<file path="src/rtl/column_merge_pkg.sv">
// Shared types and helpers for the column merge block: FSM encoding,
// header column-field width and the round-robin index wrap.
package column_merge_pkg;

    typedef enum logic [2:0] {
        ST_IDLE = 3'd0,
        ST_SEL  = 3'd1,
        ST_HRD  = 3'd2,
        ST_HWR  = 3'd3,
        ST_DAT  = 3'd4,
        ST_FIN  = 3'd5
    } state_t;

    // The header carries the column index in its top byte.
    localparam int HDR_COL_WIDTH = 8;

    // Wrap a column index that has stepped at most one lap past the end.
    function automatic int wrap_col(input int col, input int size);
        return (col >= size) ? col - size : col;
    endfunction

endpackage

</file>
<file path="src/rtl/column_merge_skid.sv">
// Two-entry skid buffer in front of the back FIFO; exposes its occupancy so
// the reader can throttle data reads against words already in flight.
module column_merge_skid
    import column_merge_pkg::*;
#(
    parameter int WIDTH = 128
) (
    input  logic             user_clk,
    input  logic             user_rst,
    input  logic             push,
    input  logic [WIDTH-1:0] push_data,
    input  logic             pop,
    output logic [WIDTH-1:0] head,
    output logic [1:0]       count
);

    logic [WIDTH-1:0] mem [2];
    logic             wr_ptr;
    logic             rd_ptr;
    logic             do_push;
    logic             do_pop;

    assign do_pop  = pop && (count != 2'd0);
    assign do_push = push && ((count != 2'd2) || do_pop);

    always_ff @(posedge user_clk) begin
        if (user_rst) begin
            wr_ptr <= 1'b0;
            rd_ptr <= 1'b0;
            count  <= 2'd0;
        end else begin
            if (do_push) wr_ptr <= ~wr_ptr;
            if (do_pop)  rd_ptr <= ~rd_ptr;
            count <= count + {1'b0, do_push} - {1'b0, do_pop};
        end
    end

    // NOTE: the storage is deliberately not reset; count and the pointers alone
    // decide which entries are valid, so stale contents are never observed.
    always_ff @(posedge user_clk) begin
        if (do_push) mem[wr_ptr] <= push_data;
    end

    assign head = mem[rd_ptr];

endmodule

</file>
<file path="src/rtl/column_merge.sv">
// Drains the per-column info/data FIFO pairs round-robin into the back FIFO,
// one header word plus its data beats per segment, and reports the run length.
module column_merge
    import column_merge_pkg::*;
#(
    parameter int DATA_WIDTH   = 128,
    parameter int COL_MAX_SIZE = 4,
    parameter int CNT_WIDTH    = 32
) (
    input  logic                               user_clk,
    input  logic                               user_rst,
    output logic [COL_MAX_SIZE-1:0]            info_rd_en,
    input  logic [COL_MAX_SIZE*DATA_WIDTH-1:0] info_dout,
    input  logic [COL_MAX_SIZE-1:0]            info_empty,
    output logic [COL_MAX_SIZE-1:0]            data_rd_en,
    input  logic [COL_MAX_SIZE*DATA_WIDTH-1:0] data_dout,
    input  logic [COL_MAX_SIZE-1:0]            data_empty,
    output logic [DATA_WIDTH-1:0]              fifo_din,
    output logic                               fifo_wr_en,
    input  logic                               fifo_full,
    input  logic                               paritition_done,
    output logic                               process_done,
    output logic [CNT_WIDTH-1:0]               data_len
);

    localparam int COL_W = (COL_MAX_SIZE > 1) ? $clog2(COL_MAX_SIZE) : 1;

    state_t                 state;
    state_t                 state_next;
    logic [COL_W-1:0]       rr;
    logic [COL_W-1:0]       col;
    logic [COL_W-1:0]       col_inc;
    logic [COL_W-1:0]       pick_col;
    logic [COL_W-1:0]       pick_idx;
    logic                   pick_valid;
    logic                   any_info;
    logic                   done_latch;
    logic                   clear_pending;
    logic                   len_clear;
    logic                   inflight;
    logic                   data_issue;
    logic                   seg_done;
    logic                   hdr_push;
    logic                   skid_push;
    logic [1:0]             skid_count;
    logic [CNT_WIDTH-1:0]   beats_left;
    logic [DATA_WIDTH-1:0]  info_sel;
    logic [DATA_WIDTH-1:0]  data_sel;
    logic [DATA_WIDTH-1:0]  hdr_next;
    logic [DATA_WIDTH-1:0]  hdr_word;
    logic [DATA_WIDTH-1:0]  skid_din;

    assign any_info = ~&info_empty;
    assign info_sel = info_dout[int'(col)*DATA_WIDTH +: DATA_WIDTH];
    assign data_sel = data_dout[int'(col)*DATA_WIDTH +: DATA_WIDTH];
    assign col_inc  = COL_W'(wrap_col(int'(col) + 1, COL_MAX_SIZE));

    // Walk the columns from the highest offset down so the first non-empty
    // column at or after rr wins.
    always_comb begin
        pick_valid = 1'b0;
        pick_col   = '0;
        pick_idx   = '0;
        for (int i = COL_MAX_SIZE - 1; i >= 0; i--) begin
            pick_idx = COL_W'(wrap_col(int'(rr) + i, COL_MAX_SIZE));
            if (!info_empty[pick_idx]) begin
                pick_valid = 1'b1;
                pick_col   = pick_idx;
            end
        end
    end

    // Header keeps the opaque info bits and the beat count; only the top byte
    // is replaced by the column index.
    always_comb begin
        hdr_next = info_sel;
        hdr_next[DATA_WIDTH-1 -: HDR_COL_WIDTH] = HDR_COL_WIDTH'(col);
    end

    // A data read is only issued when the skid is guaranteed room for it on
    // the cycle its data returns.
    assign data_issue = (state == ST_DAT) && !data_empty[col] && (beats_left != '0)
                        && ((skid_count + {1'b0, inflight}) < 2'd2);
    assign seg_done   = (beats_left == '0) && !inflight;
    assign hdr_push   = (state == ST_HWR) && (skid_count != 2'd2);
    assign skid_push  = hdr_push || inflight;
    assign skid_din   = inflight ? data_sel : hdr_word;

    assign fifo_wr_en   = (skid_count != 2'd0) && !fifo_full;
    assign process_done = (state == ST_FIN) && (skid_count == 2'd0);
    assign len_clear    = (state == ST_IDLE) && (state_next == ST_SEL) && clear_pending;

    always_comb begin
        info_rd_en = '0;
        data_rd_en = '0;
        if ((state == ST_SEL) && pick_valid) info_rd_en[pick_col] = 1'b1;
        if (data_issue)                      data_rd_en[col]      = 1'b1;
    end

    always_comb begin
        state_next = state;
        unique case (state)
            ST_IDLE: if (any_info || done_latch) state_next = ST_SEL;
            ST_SEL: begin
                if (pick_valid)      state_next = ST_HRD;
                else if (done_latch) state_next = ST_FIN;
                else                 state_next = ST_IDLE;
            end
            ST_HRD:  state_next = ST_HWR;
            ST_HWR:  if (hdr_push) state_next = ST_DAT;
            ST_DAT:  if (seg_done) state_next = ST_SEL;
            ST_FIN:  if (skid_count == 2'd0) state_next = ST_IDLE;
            default: state_next = ST_IDLE;
        endcase
    end

    always_ff @(posedge user_clk) begin
        if (user_rst) begin
            state         <= ST_IDLE;
            rr            <= '0;
            col           <= '0;
            beats_left    <= '0;
            inflight      <= 1'b0;
            done_latch    <= 1'b0;
            clear_pending <= 1'b0;
            data_len      <= '0;
        end else begin
            state    <= state_next;
            inflight <= data_issue;
            // A done pulse landing on the FIN exit survives for the next run.
            done_latch <= paritition_done || (done_latch && !process_done);

            if ((state == ST_SEL) && pick_valid) col <= pick_col;
            if ((state == ST_DAT) && seg_done)   rr  <= col_inc;

            if (state == ST_HRD)  beats_left <= info_sel[CNT_WIDTH-1:0];
            else if (data_issue)  beats_left <= beats_left - CNT_WIDTH'(1);

            if (process_done)     clear_pending <= 1'b1;
            else if (len_clear)   clear_pending <= 1'b0;

            if (len_clear)        data_len <= '0;
            else if (fifo_wr_en)  data_len <= data_len + CNT_WIDTH'(1);
        end
    end

    always_ff @(posedge user_clk) begin
        if (state == ST_HRD) hdr_word <= hdr_next;
    end

    column_merge_skid #(
        .WIDTH(DATA_WIDTH)
    ) u_skid (
        .user_clk  (user_clk),
        .user_rst  (user_rst),
        .push      (skid_push),
        .push_data (skid_din),
        .pop       (fifo_wr_en),
        .head      (fifo_din),
        .count     (skid_count)
    );

endmodule

</file>
<file path="config.mk">
export PLATFORM = sky130hd
export DESIGN_NAME = column_merge
export DESIGN_NICKNAME = d
export VERILOG_FILES = /design/src/rtl/column_merge_pkg.sv /design/src/rtl/column_merge_skid.sv /design/src/rtl/column_merge.sv
export SDC_FILE = /design/constraint.sdc
export NUM_CORES = 1
export LEC_CHECK = 0
export CAP_MARGIN = 20
export CORE_AREA = 2 2 464 466
export DETAILED_ROUTE_END_ITERATION = 10
export DIE_AREA = 0 0 466 468
export PLACE_DENSITY = 0.3
export SYNTH_ARGS = -nofsm -noshare
export SYNTH_HDL_FRONTEND = slang
export SYNTH_SLANG_ARGS = --single-unit
</file>
<file path="constraint.sdc">
create_clock -name user_clk -period 16.5 [get_ports user_clk]
set_input_delay 2.475 -clock user_clk [delete_from_list [all_inputs] [get_ports user_clk]]
set_output_delay 2.475 -clock user_clk [all_outputs]
set_load 0.01 [all_outputs]
</file>
# Yosys cells after proc, flatten, opt, wreduce, memory -nomap -nowiden

Memory sizes are Yosys's and may differ from the RTL's. A register that Yosys moved wholly into a read port is not among the register bits.
Index checks and enable logic that the tools add are counted.

Register bits after elaboration: 200
Bits in latches: 0
RAM bits: 256
ROM bits: 0
Output and inout bits: 170
Logic and storage cells: 131
Memories kept: 1

Memories:

| name       | depth | width | read ports | clocked after memory_dff | write ports | RTL line                | RTL |
|---|---|---|---|---|---|---|---|
| u_skid.mem | 2     | 128   | 1          | 1                        | 1           | column_merge_skid.sv:17 | `logic [WIDTH-1:0] mem [2];` |

Add/sub/neg operators: 14
Multipliers: 0
Divide/modulo/power cells: 0
$lt $le $gt $ge: 14
Equality and inequality tests: 7
Shift operators: 2
Muxes and demuxes: 45
Bitwise logic cells: 2
Reduce and logical (&&, ||, !) cells: 34

Operator list:

| cell                                                | count |
|---|---|
| indexed part select 512 x 10 -> 120 bit             | 1 |
| indexed part select 512 x 10 -> 128 bit             | 1 |
| 2-to-1 mux 128 bit                                  | 1 |
| 2-to-1 mux 32 bit                                   | 2 |
| adder 32 x 1 -> 32 bit (second input constant)      | 1 |
| logical NOT 32 bit                                  | 1 |
| nonzero test 32 bit                                 | 1 |
| subtractor 32 x 1 -> 32 bit (second input constant) | 1 |
| < comparator 2 x 3 -> 1 bit (second input constant) | 6 |
| 2-to-1 mux 2 bit                                    | 9 |
| 2-to-1 mux 3 bit                                    | 6 |
| case mux 3 bit (6 select lines)                     | 1 |
| 2-to-1 mux 1 bit                                    | 17 |
| logical AND 1 bit                                   | 16 |
| >= comparator 3 bit (second input constant)         | 4 |
| binary-select mux 1 bit (select 2 bit)              | 5 |
| subtractor 2 x 1 -> 2 bit (second input constant)   | 5 |
| 2-to-1 mux 4 bit                                    | 2 |
| adder 2 x 1 -> 3 bit (second input constant)        | 2 |
| adder 2 x 2 -> 3 bit (second input constant)        | 2 |
| == test 3 x 1 -> 1 bit (second input constant)      | 2 |
| == test 3 x 2 -> 1 bit (second input constant)      | 2 |
| == test 3 bit (second input constant)               | 2 |
| nonzero test 2 bit                                  | 3 |
| other kinds (14)                                    | 25 |

# Longest topological paths before layout

Depth after elaboration: 16
Depth in mapped cells: 9
Mapped depth without buffers: 8

# Modules after synthesis

A second synthesis with hierarchy kept.

Cell total of the unflattened synthesis: 1514
Area, all modules: 24603.6 µm²

Modules (own cells, without submodules):

| module            | times used | cells each | area an instance (µm²) | sequential area each (µm²) |
|---|---|---|---|---|
| column_merge      | 1          | 1092       | 15093.2                | 5144.9 |
| column_merge_skid | 1          | 422        | 9510.4                 | 7787.5 |

# Least setup slack after synthesis

OpenSTA, ideal clock, no wires.

Path type: input to register
From: input fifo_full
To: memory u_skid.mem[0][0] (enable)
Setup time: 0.632 ns
Arrival time: 8.458 ns
Data required time: 15.868 ns
Slack: 7.409 ns
Cell stages on the path: 2
Path through: a31oi_1 -> nor2b_1

Longest elaborated chain between the ends: 7

Ends and longest elaborated chain:

| what                                   | RTL line                | RTL |
|---|---|---|
| from (decl)                            | column_merge.sv:20      | `input logic fifo_full,` |
| logical NOT 1 bit                      | column_merge.sv:89      | `assign fifo_wr_en = (skid_count != 2'd0) && !fifo_full;` |
| logical AND 1 bit                      | column_merge.sv:89      |  |
| logical AND 1 bit                      | column_merge_skid.sv:23 | `assign do_pop = pop && (count != 2'd0);` |
| logical OR 1 bit                       | column_merge_skid.sv:24 | `assign do_push = push && ((count != 2'd2) \|\| do_pop);` |
| logical AND 1 bit                      | column_merge_skid.sv:24 |  |
| 2-to-1 mux 1 bit                       | column_merge_skid.sv:41 | `if (do_push) mem[wr_ptr] <= push_data;` |
| 2-to-1 mux 1 bit (not written as such) | column_merge_skid.sv:41 |  |
| to (decl)                              | column_merge_skid.sv:17 |  |

Every way passes these cells.

# Final worst setup path

From: input data_empty[3]
To: output data_rd_en[1]

Longest elaborated chain between the ends: 7

Ends and longest elaborated chain:

| what                                   | RTL line           | RTL |
|---|---|---|
| from (decl)                            | column_merge.sv:17 | `input logic [COL_MAX_SIZE-1:0] data_empty,` |
| binary-select mux 1 bit (select 2 bit) | column_merge.sv:82 | `assign data_issue = (state == ST_DAT) && !data_empty[col] && (beats_left != '0)` |
| 2-to-1 mux 1 bit (not written as such) | column_merge.sv:82 |  |
| logical NOT 1 bit                      | column_merge.sv:82 |  |
| logical AND 1 bit (2 in series)        | column_merge.sv:82 |  |
| logical AND 1 bit                      | column_merge.sv:83 | `&& ((skid_count + {1'b0, inflight}) < 2'd2);` |
| 2-to-1 mux 4 bit                       | column_merge.sv:97 | `if (data_issue) data_rd_en[col] = 1'b1;` |
| to (decl)                              | column_merge.sv:15 | `output logic [COL_MAX_SIZE-1:0] data_rd_en,` |

Every way passes these cells. The select of a mux whose other input is x is not followed.

==> metrics.txt <==
status complete, no violations; FF+latch area 12900 um2; post-layout util 19.6%; Post-Synth XOR/XNOR Area 1.11%; Hold Startpoint clear_pending; Initial Utilization 11.5%; Seq cells post-synth 457; WS Path Type in -> out; Hold EP clear_pending; area of the die 218000 um2; Worst EP required 14.03 ns; Chip Width 466 um; Buffers on Ports 1173; Multi-input gate area around 11000 um2; detailed placement HPWL 128 mm; LEAKAGE 13.0 nW; most common flop cell mapped by yosys edfxtp_1; GP Congestion 0.822; CTS tree yes; Fmax 141 MHz; cts bufs inserted 68; Bufs and invs on worst path 2; FP Rows 170; Final Hold Vio Count 0; WL per Instance roughly 28 um; worst-path fanout max 5; Chip Height ~470 um; crit path launch type input port; largest family of logic cells by synthesized area multiplexers; setup bufs post-CTS 0; RSZ-0062 raised after global routing false; first-pass GRT wire length 203 mm; Worst Setup SP data_empty[3]; maxcap violations 0; sequential share of the synthesized area between 50% and 60%; post-synthesis simple-gate area fraction 5.89%; Worst R2R Path Depth 5; Max VDD drop around 60 uV; power per cell area 106 nW/um2; vias in the first global route approximately 21000; reg2reg start col[0]; r2r endpoint u_skid.mem[0][41]; Max clock buf depth 3; Pins Over Slew Limit 0; count of different cell masters after synthesis 66; Cells after Synth about 1500; Post-DRT Antenna Nets 0; FF-to-FF setup slack 12.40 ns; worst skew pair latency 0.65 ns; Core Region 213000 um2; drt first pass iters 5; Tot GR Track Use 13.9%; endpoints failing setup 0; post-synthesis async set-or-reset flop share 0%; Vias 19600; Syn Area/Cell 16.3 um2; Mapped Area around 25000 um2; Filler cells 23100; Worst-path clk slew approximately 0.050 ns; number of cells on the worst hold path 2; final clock skew 0.0358 ns; pin count of the biggest net entering global routing 54; Sinks on Clock Net roughly 460; I/O Pins between 1000 and 1500; fin nets 3714; total gr overflow 0; compound-gate portion of the synthesized area between 3 and 4%; total number of yosys warnings 0; post-synth net total 2547; 1st-iter DRT viols between 800 and 900; # hold bufs at CTS 0; EDFF count, synth 378; Final min period slightly above 7 ns; Critical Path End Type output pin; Crit path top cell by count clkdlybuf4s50_1; CP peak stage delay 0.56 ns; Post-CTS Resized 0; worst path cell trace clkdlybuf4s50_1, mux4_2, nand4b_4, a21oi_2, and2_1, clkdlybuf4s50_1; worst-margin pin slew 0.942 ns; DR DRC count 0; H-tree Lvls 3; Hold Path Class reg -> reg; initial antenna violation count 97; layout cells sized above 1 24.1%; CP arrival roughly 4.6 ns; CP delay by family, top buffers and inverters; period utilisation layout between 40% and 50%; Post-Synth Adder-Cell Area 0.459%; worst slew margin relative to its limit 37.2%; Area Overhead vs Synth 70.6%; root buffer cell clkbuf_16; CP max-delay cell clkdlybuf4s50_1; post-route setup TNS 0 ns; vias per cell approximately 3.5; WL final 158 mm; mux cell area share after synthesis 34.6%
==> worst max-delay path by stage <==
| stage | to | slack, ns | cells after the start |
|---|---|---|---|
| global route | data_rd_en[2] | 9.28 | 6 |
| detailed placement | data_rd_en[2] | 9.40 | 6 |
| CTS | data_rd_en[2] | 9.39 | 6 |
| floorplan | u_skid.mem[0][0] | 7.41 | 2 |
| global placement | data_rd_en[2] | 9.42 | 6 |
| finish | data_rd_en[1] | 9.41 | 6 |
==> flip-flops by register name, indices dropped and copies added (netlist names), 2 cells and up, named ones only <==
| signal | count |
|---|---|
| beats_left | 32 |
| state | 3 |
| u_skid.mem | 256 |
| col | 2 |
| hdr_word | 122 |
| data_len | 32 |
| rr | 2 |
| u_skid.count | 2 |
==> worst min-delay path: stages (launching register included) <==
cell and delay [ns]:
dfxtp_1 0.31, nand2b_1 0.06, a21oi_1 0.06
==> cells by family after synthesis <==
family,Yosys count
multiplexers,506
AO/OA/AOI/OAI,106
buffers and inverters,129
AND/OR/NAND/NOR,264
flip-flops,457
XOR/XNOR,31
adder cells (fa/ha/maj),9
==> per-layer routing <==
metal,up-vias,global-route usage [%],routed length (um)
li1,8597,-,-
met2,906,26.6,84900
met4,40,2.15,2960
met3,242,4.34,11300
met1,9837,15.2,58700
met5,-,0,252
==> placed cells by master, fill, tap and decap left out, types with 6 or more instances in the layout <==
cell type,n
a21oi_1,18
a22oi_1,6
a31oi_1,17
and2_1,15
and3_1,10
buf_4,36
bufinv_16,6
clkbuf_1,13
clkbuf_16,71
clkdlybuf4s50_1,1172
clkinv_1,16
clkinv_2,11
dfxtp_1,75
edfxtp_1,378
ha_1,9
inv_1,15
mux2_2,253
mux4_2,249
nand2_1,53
nand2b_1,9
nand3_1,19
nand4_1,23
nor2_1,57
nor3_1,12
nor4_1,7
o211ai_1,9
o21ai_0,9
o311ai_0,7
or3_1,15
or4_1,13
xnor2_1,11
xor2_1,20
==> synth_stat cells, drive strengths merged (15+ instances only) <==
cell type / instances / share of area, %
a21oi: 19 / 0.40
a31oi: 17 / 0.43
and2: 16 / 0.41
buf: 37 / 0.79
clkbuf: 75 / 1.1
dfxtp: 79 / 6.4
edfxtp: 378 / 46
inv: 16 / 0.24
mux2: 253 / 12
mux4: 249 / 23
nand2: 53 / 0.81
nand3: 19 / 0.39
nand4: 23 / 0.59
nor2: 57 / 0.87
or3: 15 / 0.38
xor2: 20 / 0.71
==> area by class of cell <==
type                            instances  share of cell area (%)
Tap cell                             2838                    8.48
Timing Repair Buffer                 1209                    28.7
Multi-Input combinational cell        916                    26.5
Inverter                               17                   0.170
Sequential cell                       457                    30.9
Clock inverter                         38                   0.875
Clock buffer                           85                    4.39
Antenna cell                            5                  0.0299
==> power breakdown <==
group	internal, mW	switching [mW]
logic	0.739	0.732
clock network	0.885	0.593
registers	1.43	0.0792
total	3.05	1.40
==> per-stage QoR <==
stage	power, mW	std cells	hold WS (ns)	area [um2]	worst slack (ns)
2_1_floorplan	2.23	1502	0.450	24500	7.41
3_3_place_gp	3.07	5437	0.468	39700	9.42
3_5_place_dp	3.06	5437	0.468	39700	9.40
4_1_cts	4.61	5560	0.476	41900	9.39
5_1_grt	4.71	5561	0.502	41900	9.28
6_report	4.46	5565	0.471	41900	9.41
No activity file was read; power rests on OpenSTA's default activity.
